[config.mk]
export PLATFORM = sky130hd
export DESIGN_NAME = xbee_tx_sequencer
export DESIGN_NICKNAME = d
export VERILOG_FILES = /design/src/rtl/xbee_tx_pkg.sv /design/src/rtl/xbee_tx_fifo.sv /design/src/rtl/xbee_tx_sequencer.sv
export SDC_FILE = /design/constraint.sdc
export NUM_CORES = 1
export LEC_CHECK = 0
export CAP_MARGIN = 15
export CORE_ASPECT_RATIO = 0.5
export CORE_UTILIZATION = 50
export DETAILED_ROUTE_END_ITERATION = 10
export GPL_TIMING_DRIVEN = 0
export PLACE_DENSITY_LB_ADDON = 0.1
export SYNTH_ARGS = -nofsm -noshare
export SYNTH_HDL_FRONTEND = slang
export SYNTH_SLANG_ARGS = --single-unit
export TNS_END_PERCENT = 20
[constraint.sdc]
create_clock -name Clk -period 2.6 [get_ports Clk]
set_input_delay 0.39 -clock Clk [delete_from_list [all_inputs] [get_ports Clk]]
set_output_delay 0.39 -clock Clk [all_outputs]
set_load 0.01 [all_outputs]
[src/rtl/xbee_tx_pkg.sv]
// Shared definitions for the XBee transmit sequencer: coder command codes,
// FSM state encoding and the elaboration-time helper functions.
package xbee_tx_pkg;

    localparam logic [2:0] ST_BUSY   = 3'b000;
    localparam logic [2:0] ST_ENCODE = 3'b001;
    localparam logic [2:0] ST_PUSH   = 3'b011;
    localparam logic [2:0] ST_MOVE   = 3'b100;
    localparam logic [2:0] ST_IDLE   = 3'b111;

    typedef enum logic [2:0] {
        S_IDLE,
        S_ENC1,
        S_ENC2,
        S_PUSH,
        S_MOVE,
        S_GAP
    } fsm_e;

    function automatic int clog2(input int value);
        int result;
        result = 0;
        while ((1 << result) < value) result++;
        return result;
    endfunction

    function automatic int tick_div(input int clk_hz, input int baud);
        return clk_hz / baud;
    endfunction

    // Command code the coder sees while the FSM sits in a given state.
    function automatic logic [2:0] state_code(input fsm_e s);
        case (s)
            S_ENC1, S_ENC2: return ST_ENCODE;
            S_PUSH:         return ST_PUSH;
            S_MOVE:         return ST_MOVE;
            S_GAP:          return ST_BUSY;
            default:        return ST_IDLE;
        endcase
    endfunction

endpackage

[src/rtl/xbee_tx_fifo.sv]
// Byte FIFO with registered read; the read register doubles as the byte
// held steady for the coder until the next pop.
module xbee_tx_fifo
    import xbee_tx_pkg::*;
#(
    parameter int DEPTH = 8
) (
    input  logic                    clk_i,
    input  logic                    rst_ni,
    input  logic                    wr_en_i,
    input  logic [7:0]              wr_data_i,
    input  logic                    rd_en_i,
    output logic [7:0]              rd_data_o,
    output logic                    full_o,
    output logic                    empty_o,
    output logic [clog2(DEPTH):0]   count_o
);

    localparam int AW = clog2(DEPTH);
    localparam int CW = AW + 1;

    logic [7:0]    mem [DEPTH];
    logic [AW-1:0] wr_ptr_q, rd_ptr_q;
    logic [CW-1:0] count_q;
    logic [7:0]    rd_data_q;
    logic          do_wr, do_rd;

    assign full_o    = (count_q == CW'(DEPTH));
    assign empty_o   = (count_q == '0);
    assign count_o   = count_q;
    assign rd_data_o = rd_data_q;

    // Full/empty come from the registered count, so a write arriving while
    // full is refused even when a pop happens in the same cycle.
    assign do_wr = wr_en_i && !full_o;
    assign do_rd = rd_en_i && !empty_o;

    always_ff @(posedge clk_i) begin
        if (do_wr) mem[wr_ptr_q] <= wr_data_i;
    end

    always_ff @(posedge clk_i or negedge rst_ni) begin
        if (!rst_ni) begin
            wr_ptr_q  <= '0;
            rd_ptr_q  <= '0;
            count_q   <= '0;
            rd_data_q <= '0;
        end else begin
            if (do_wr) wr_ptr_q <= wr_ptr_q + AW'(1);
            if (do_rd) begin
                rd_ptr_q  <= rd_ptr_q + AW'(1);
                rd_data_q <= mem[rd_ptr_q];
            end
            count_q <= count_q + CW'(do_wr) - CW'(do_rd);
        end
    end

endmodule

[src/rtl/xbee_tx_sequencer.sv]
// Transmit sequencer: buffers application bytes and walks the frame coder
// through ENCODE/PUSH/MOVE one byte at a time, generating baud ticks.
module xbee_tx_sequencer
    import xbee_tx_pkg::*;
#(
    parameter int CLK_HZ        = 50000000,
    parameter int BAUD          = 9600,
    parameter int FIFO_DEPTH    = 8,
    parameter int TIMEOUT_TICKS = 16
) (
    input  logic       Clk,
    input  logic       Rst_n,
    input  logic [7:0] WrData,
    input  logic       WrValid,
    output logic       WrReady,
    output logic [7:0] Din,
    output logic [2:0] State,
    output logic       TickTack,
    input  logic       Repeat,
    output logic       Busy,
    output logic       Err
);

    localparam int TICK_DIV = tick_div(CLK_HZ, BAUD);
    localparam int TW       = clog2(TICK_DIV);
    localparam int TOW      = clog2(TIMEOUT_TICKS + 1);

    fsm_e           state_q, state_d;
    logic [2:0]     state_code_q;
    logic           tick_q, tick_d;
    logic           err_q, err_d;
    logic [TW-1:0]  tick_cnt_q, tick_cnt_d;
    logic [TOW-1:0] tmo_q, tmo_d;
    logic           pop, wrap, first_move;

    logic                        fifo_full, fifo_empty;
    logic [clog2(FIFO_DEPTH):0]  fifo_count;

    xbee_tx_fifo #(.DEPTH(FIFO_DEPTH)) u_fifo (
        .clk_i     (Clk),
        .rst_ni    (Rst_n),
        .wr_en_i   (WrValid && WrReady),
        .wr_data_i (WrData),
        .rd_en_i   (pop),
        .rd_data_o (Din),
        .full_o    (fifo_full),
        .empty_o   (fifo_empty),
        .count_o   (fifo_count)
    );

    assign WrReady  = !fifo_full;
    assign State    = state_code_q;
    assign TickTack = tick_q;
    assign Err      = err_q;
    assign Busy     = (state_q != S_IDLE) || (fifo_count != '0);

    // Both counters are zero only in the first MOVE cycle, where a stale
    // Repeat from the previous frame may still be visible.
    assign first_move = (tick_cnt_q == '0) && (tmo_q == '0);

    always_comb begin
        state_d    = state_q;
        err_d      = err_q;
        tick_cnt_d = tick_cnt_q;
        tmo_d      = tmo_q;
        pop        = 1'b0;
        wrap       = 1'b0;
        case (state_q)
            S_IDLE: begin
                if (!fifo_empty) begin
                    pop     = 1'b1;
                    state_d = S_ENC1;
                end
            end
            S_ENC1: state_d = S_ENC2;
            S_ENC2: state_d = S_PUSH;
            S_PUSH: begin
                tick_cnt_d = '0;
                tmo_d      = '0;
                state_d    = S_MOVE;
            end
            S_MOVE: begin
                wrap       = (tick_cnt_q == TW'(TICK_DIV - 1));
                tick_cnt_d = wrap ? '0 : tick_cnt_q + TW'(1);
                if (wrap) tmo_d = tmo_q + TOW'(1);
                if (!first_move && Repeat) begin
                    state_d = S_GAP;
                end else if (tmo_q == TOW'(TIMEOUT_TICKS)) begin
                    err_d   = 1'b1;
                    state_d = S_GAP;
                end
            end
            S_GAP:   state_d = S_IDLE;
            default: state_d = S_IDLE;
        endcase
        tick_d = wrap && (state_d == S_MOVE);
    end

    always_ff @(posedge Clk or negedge Rst_n) begin
        if (!Rst_n) begin
            state_q      <= S_IDLE;
            state_code_q <= ST_IDLE;
            tick_q       <= 1'b0;
            err_q        <= 1'b0;
            tick_cnt_q   <= '0;
            tmo_q        <= '0;
        end else begin
            state_q      <= state_d;
            state_code_q <= state_code(state_d);
            tick_q       <= tick_d;
            err_q        <= err_d;
            tick_cnt_q   <= tick_cnt_d;
            tmo_q        <= tmo_d;
        end
    end

endmodule

==> flow_metrics.tcl <==
set metrics [dict create \
    status "finished clean" \
    core_um2 8950 \
    start_util 0.529 \
    synth_flop_cell "edfxtp_1" \
    synth_edf_count 64 \
    synth_warnings 0 \
    hpwl_mm 5.98 \
    drive_above_1_share 0.184 \
    p_leak_uw 0.00211 \
    ys_seq_area_frac 0.639 \
    area_growth_pct 17.0 \
    fin_util 0.619 \
    fin_crit_ns 2.50 \
    via_count 2843 \
    synth_area_um2 4740 \
    antenna_found_initial 0 \
    fin_setup_tns_ns 0 \
    ios 27 \
    grt_max_degree 32 \
    rsz0062_at_grt "yes" \
    final_nets 400 \
    rows 24 \
    drtIter0Drc 210 \
    n_fill_cell 706 \
    synth_seq_cells 108 \
    arrival_ns 2.75 \
    grt_overflow 0 \
    drv_slew 0 \
    antenna_cells 0 \
    cp.required_ns 2.85 \
    drt-pass1-iter-count 4 \
    grt_pass1_wl_mm 14.9 \
    syn_nets 358 \
    hold_viol_final 0 \
    p_sw_uw 1850 \
    fp.dieW_um 140 \
    path_max_fanout 3 \
    yosysUniqueCellTypes 54 \
    dieHeight_um 70.8 \
    cp-start-kind "flip-flop" \
    synthCells 333 \
    cts_tree "yes" \
    power_density_nw_per_um2 1040 \
    route.detailed.drc 0 \
    grt_pass1_vias 2868 \
    vias_per_cell 5.72 \
    slew_headroom 0.391 \
    routedWlPerCell_um 17.6 \
    tightest_slew_ns 0.910 \
    finalSetupViolations 0 \
    clkTransAtPathRegs_ns 0.07 \
    p_sw_frac 0.321 \
    gp_congestion 0.861 \
    power_frac_clock 0.246 \
    clock_path_buffers 2 \
    fmax_mhz 400 \
    reg2reg_slack_ns 0.1 \
    cts-root-buf "clkbuf_16" \
    clock_skew_ns 0.00768 \
    clk_latency_ns 0.35 \
    htreeDepth 3 \
    path_class "reg -> reg" \
    max-cap-violations 0 \
    power_frac_seq 0.412 \
    antenna_left 0 \
    p_comb_frac 0.341 \
    portBuffers 26 \
    drt-total-wl_mm 8.76 \
    die-area_um2 9890 \
    min_period_over_period 0.962 \
    intPower_uw 3910 \
    hold_class "in -> async" \
    cts_made_buffers 9 \
    async_reset_ff_frac 0.407 \
    crit_path_end_kind "flip-flop" \
    syn_avg_cell_area_um2 14.2 \
    ir_drop_uv 430 \
    cts_sinks 108 \
    track_usage 0.202 \
]
==> area by class of cell <==
class | count | area [um^2] | area share
sequential | 108 | 3030 | 0.546
multi-input combinational | 187 | 1570 | 0.283
timing repair buffer | 32 | 318 | 0.0573
clock buffer | 9 | 225 | 0.0406
tap | 117 | 146 | 0.0264
buffer | 17 | 92.6 | 0.0167
clock inverter | 7 | 87.6 | 0.0158
inverter | 20 | 77.6 | 0.0140
==> registers in the layout, indices dropped and copies added, names as in the netlist <==
signal,cells
u_fifo.mem,64
tick_cnt_q,13
u_fifo.rd_data_o,8
tmo_q,5
u_fifo.count_o,4
State,3
state_q,3
u_fifo.rd_ptr_q,3
u_fifo.wr_ptr_q,3
Err,1
TickTack,1
==> per-stage QoR <==
step	cells	instance area (um^2)	hold slack [ns]	power (uW)	setup slack, ns
4_1_cts	495	5500	0.489	5750	-0.0829
2_1_floorplan	333	4740	0.0944	3680	0.200
3_5_place_dp	479	5170	0.320	4310	-0.207
3_3_place_gp	476	5140	0.460	4220	-0.235
5_1_grt	497	5540	0.513	6140	-0.0180
6_report	497	5540	0.480	5760	0.0995
==> cells in the final DEF (no fill, tap or decap), types with 9 or more instances in the layout <==
cell type	count
clkbuf_16	9
clkdlybuf4s50_1	24
dfrtp_1	41
edfxtp_1	64
ha_1	10
inv_1	17
mux2i_1	9
mux4_2	16
nand2_1	22
nand3_1	12
nor2_1	13
o21ai_0	18
==> repair_timing <==
| item | 4_1_cts | 5_1_grt |
|---|---|---|
| gates resized for setup | 1 | 12 |
| endpoints found under the hold margin | 11 | 0 |
| hold buffers | 1 | 0 |
| setup buffers | 0 | 2 |
| setup endpoints to repair | 4 | 9 |
| pin swaps | 0 | 1 |
==> cells in the mapped netlist, types with 3 or more instances <==
master | n | area share
edfxtp_1 | 64 | 0.41
dfrtp_1 | 41 | 0.22
nand2_1 | 22 | 0.017
inv_1 | 20 | 0.016
o21ai_0 | 18 | 0.019
mux4_2 | 16 | 0.076
nor2_1 | 13 | 0.010
ha_1 | 12 | 0.032
nand3_1 | 12 | 0.013
mux2i_1 | 9 | 0.019
a31oi_1 | 7 | 0.0092
or4_1 | 7 | 0.011
buf_2 | 6 | 0.0063
nand2b_1 | 6 | 0.0079
nand4_1 | 6 | 0.0079
nor3_1 | 6 | 0.0063
xnor2_1 | 6 | 0.011
and4_1 | 4 | 0.0074
clkbuf_1 | 4 | 0.0032
a21oi_1 | 3 | 0.0032
buf_4 | 3 | 0.0048
dfstp_2 | 3 | 0.017
o31ai_1 | 3 | 0.0048
==> path summary, 6_finish.rpt <==
check | start | endpoint | cells after the start
min in group Clk | u_fifo.rd_data_o[7]$_DFFE_PN0P_ | u_fifo.rd_data_o[7]$_DFFE_PN0P_ | 2
worst min-delay path | Rst_n | u_fifo.count_o[3]$_DFF_PN0_ | 2
worst min register to register | u_fifo.rd_data_o[7]$_DFFE_PN0P_ | u_fifo.rd_data_o[7]$_DFFE_PN0P_ | 2
worst max-delay path | u_fifo.count_o[3]$_DFF_PN0_ | u_fifo.count_o[1]$_DFF_PN0_ | 11
max in group asynchronous | Rst_n | State[0]$_DFF_PN1_ | 3
worst max register to register | u_fifo.count_o[3]$_DFF_PN0_ | u_fifo.count_o[1]$_DFF_PN0_ | 11
==> layer usage <==
| layer | wire (um) | global-route usage |
|---|---|---|
| met1 | 4160 | 0.268 |
| met2 | 4180 | 0.330 |
| met3 | 335 | 0.0589 |
| met4 | 85 | 0.0574 |
| met5 | 0 | 0 |
==> logic make-up after synthesis <==
kind of cell | Yosys count | synth area share
fa+ha+maj | 13 | 0.0359
flops | 108 | 0.639
xor+xnor | 8 | 0.0148
buf+inv | 38 | 0.0362
compound gates | 46 | 0.0626
mux | 27 | 0.0999
simple gates | 93 | 0.111
==> power by group through the flow <==
stage	Clock, uW	Combinational, uW	Sequential [uW]
floorplan	0	1280	2400
global placement	0	1840	2380
detailed placement	0	1910	2400
CTS	1460	1920	2370
global route	1520	2200	2410
finish	1420	1970	2380
==> critical path: stages (launching register included) <==
cell     delay, ns
dfrtp_1       0.36
inv_1         0.05
ha_2          0.16
nor3b_4       0.15
or4_4         0.58
inv_4         0.07
ha_1          0.21
inv_1         0.06
ha_2          0.17
inv_2         0.04
fa_2          0.51
inv_1         0.04
Note: power is estimated with default switching activity, not from simulation.
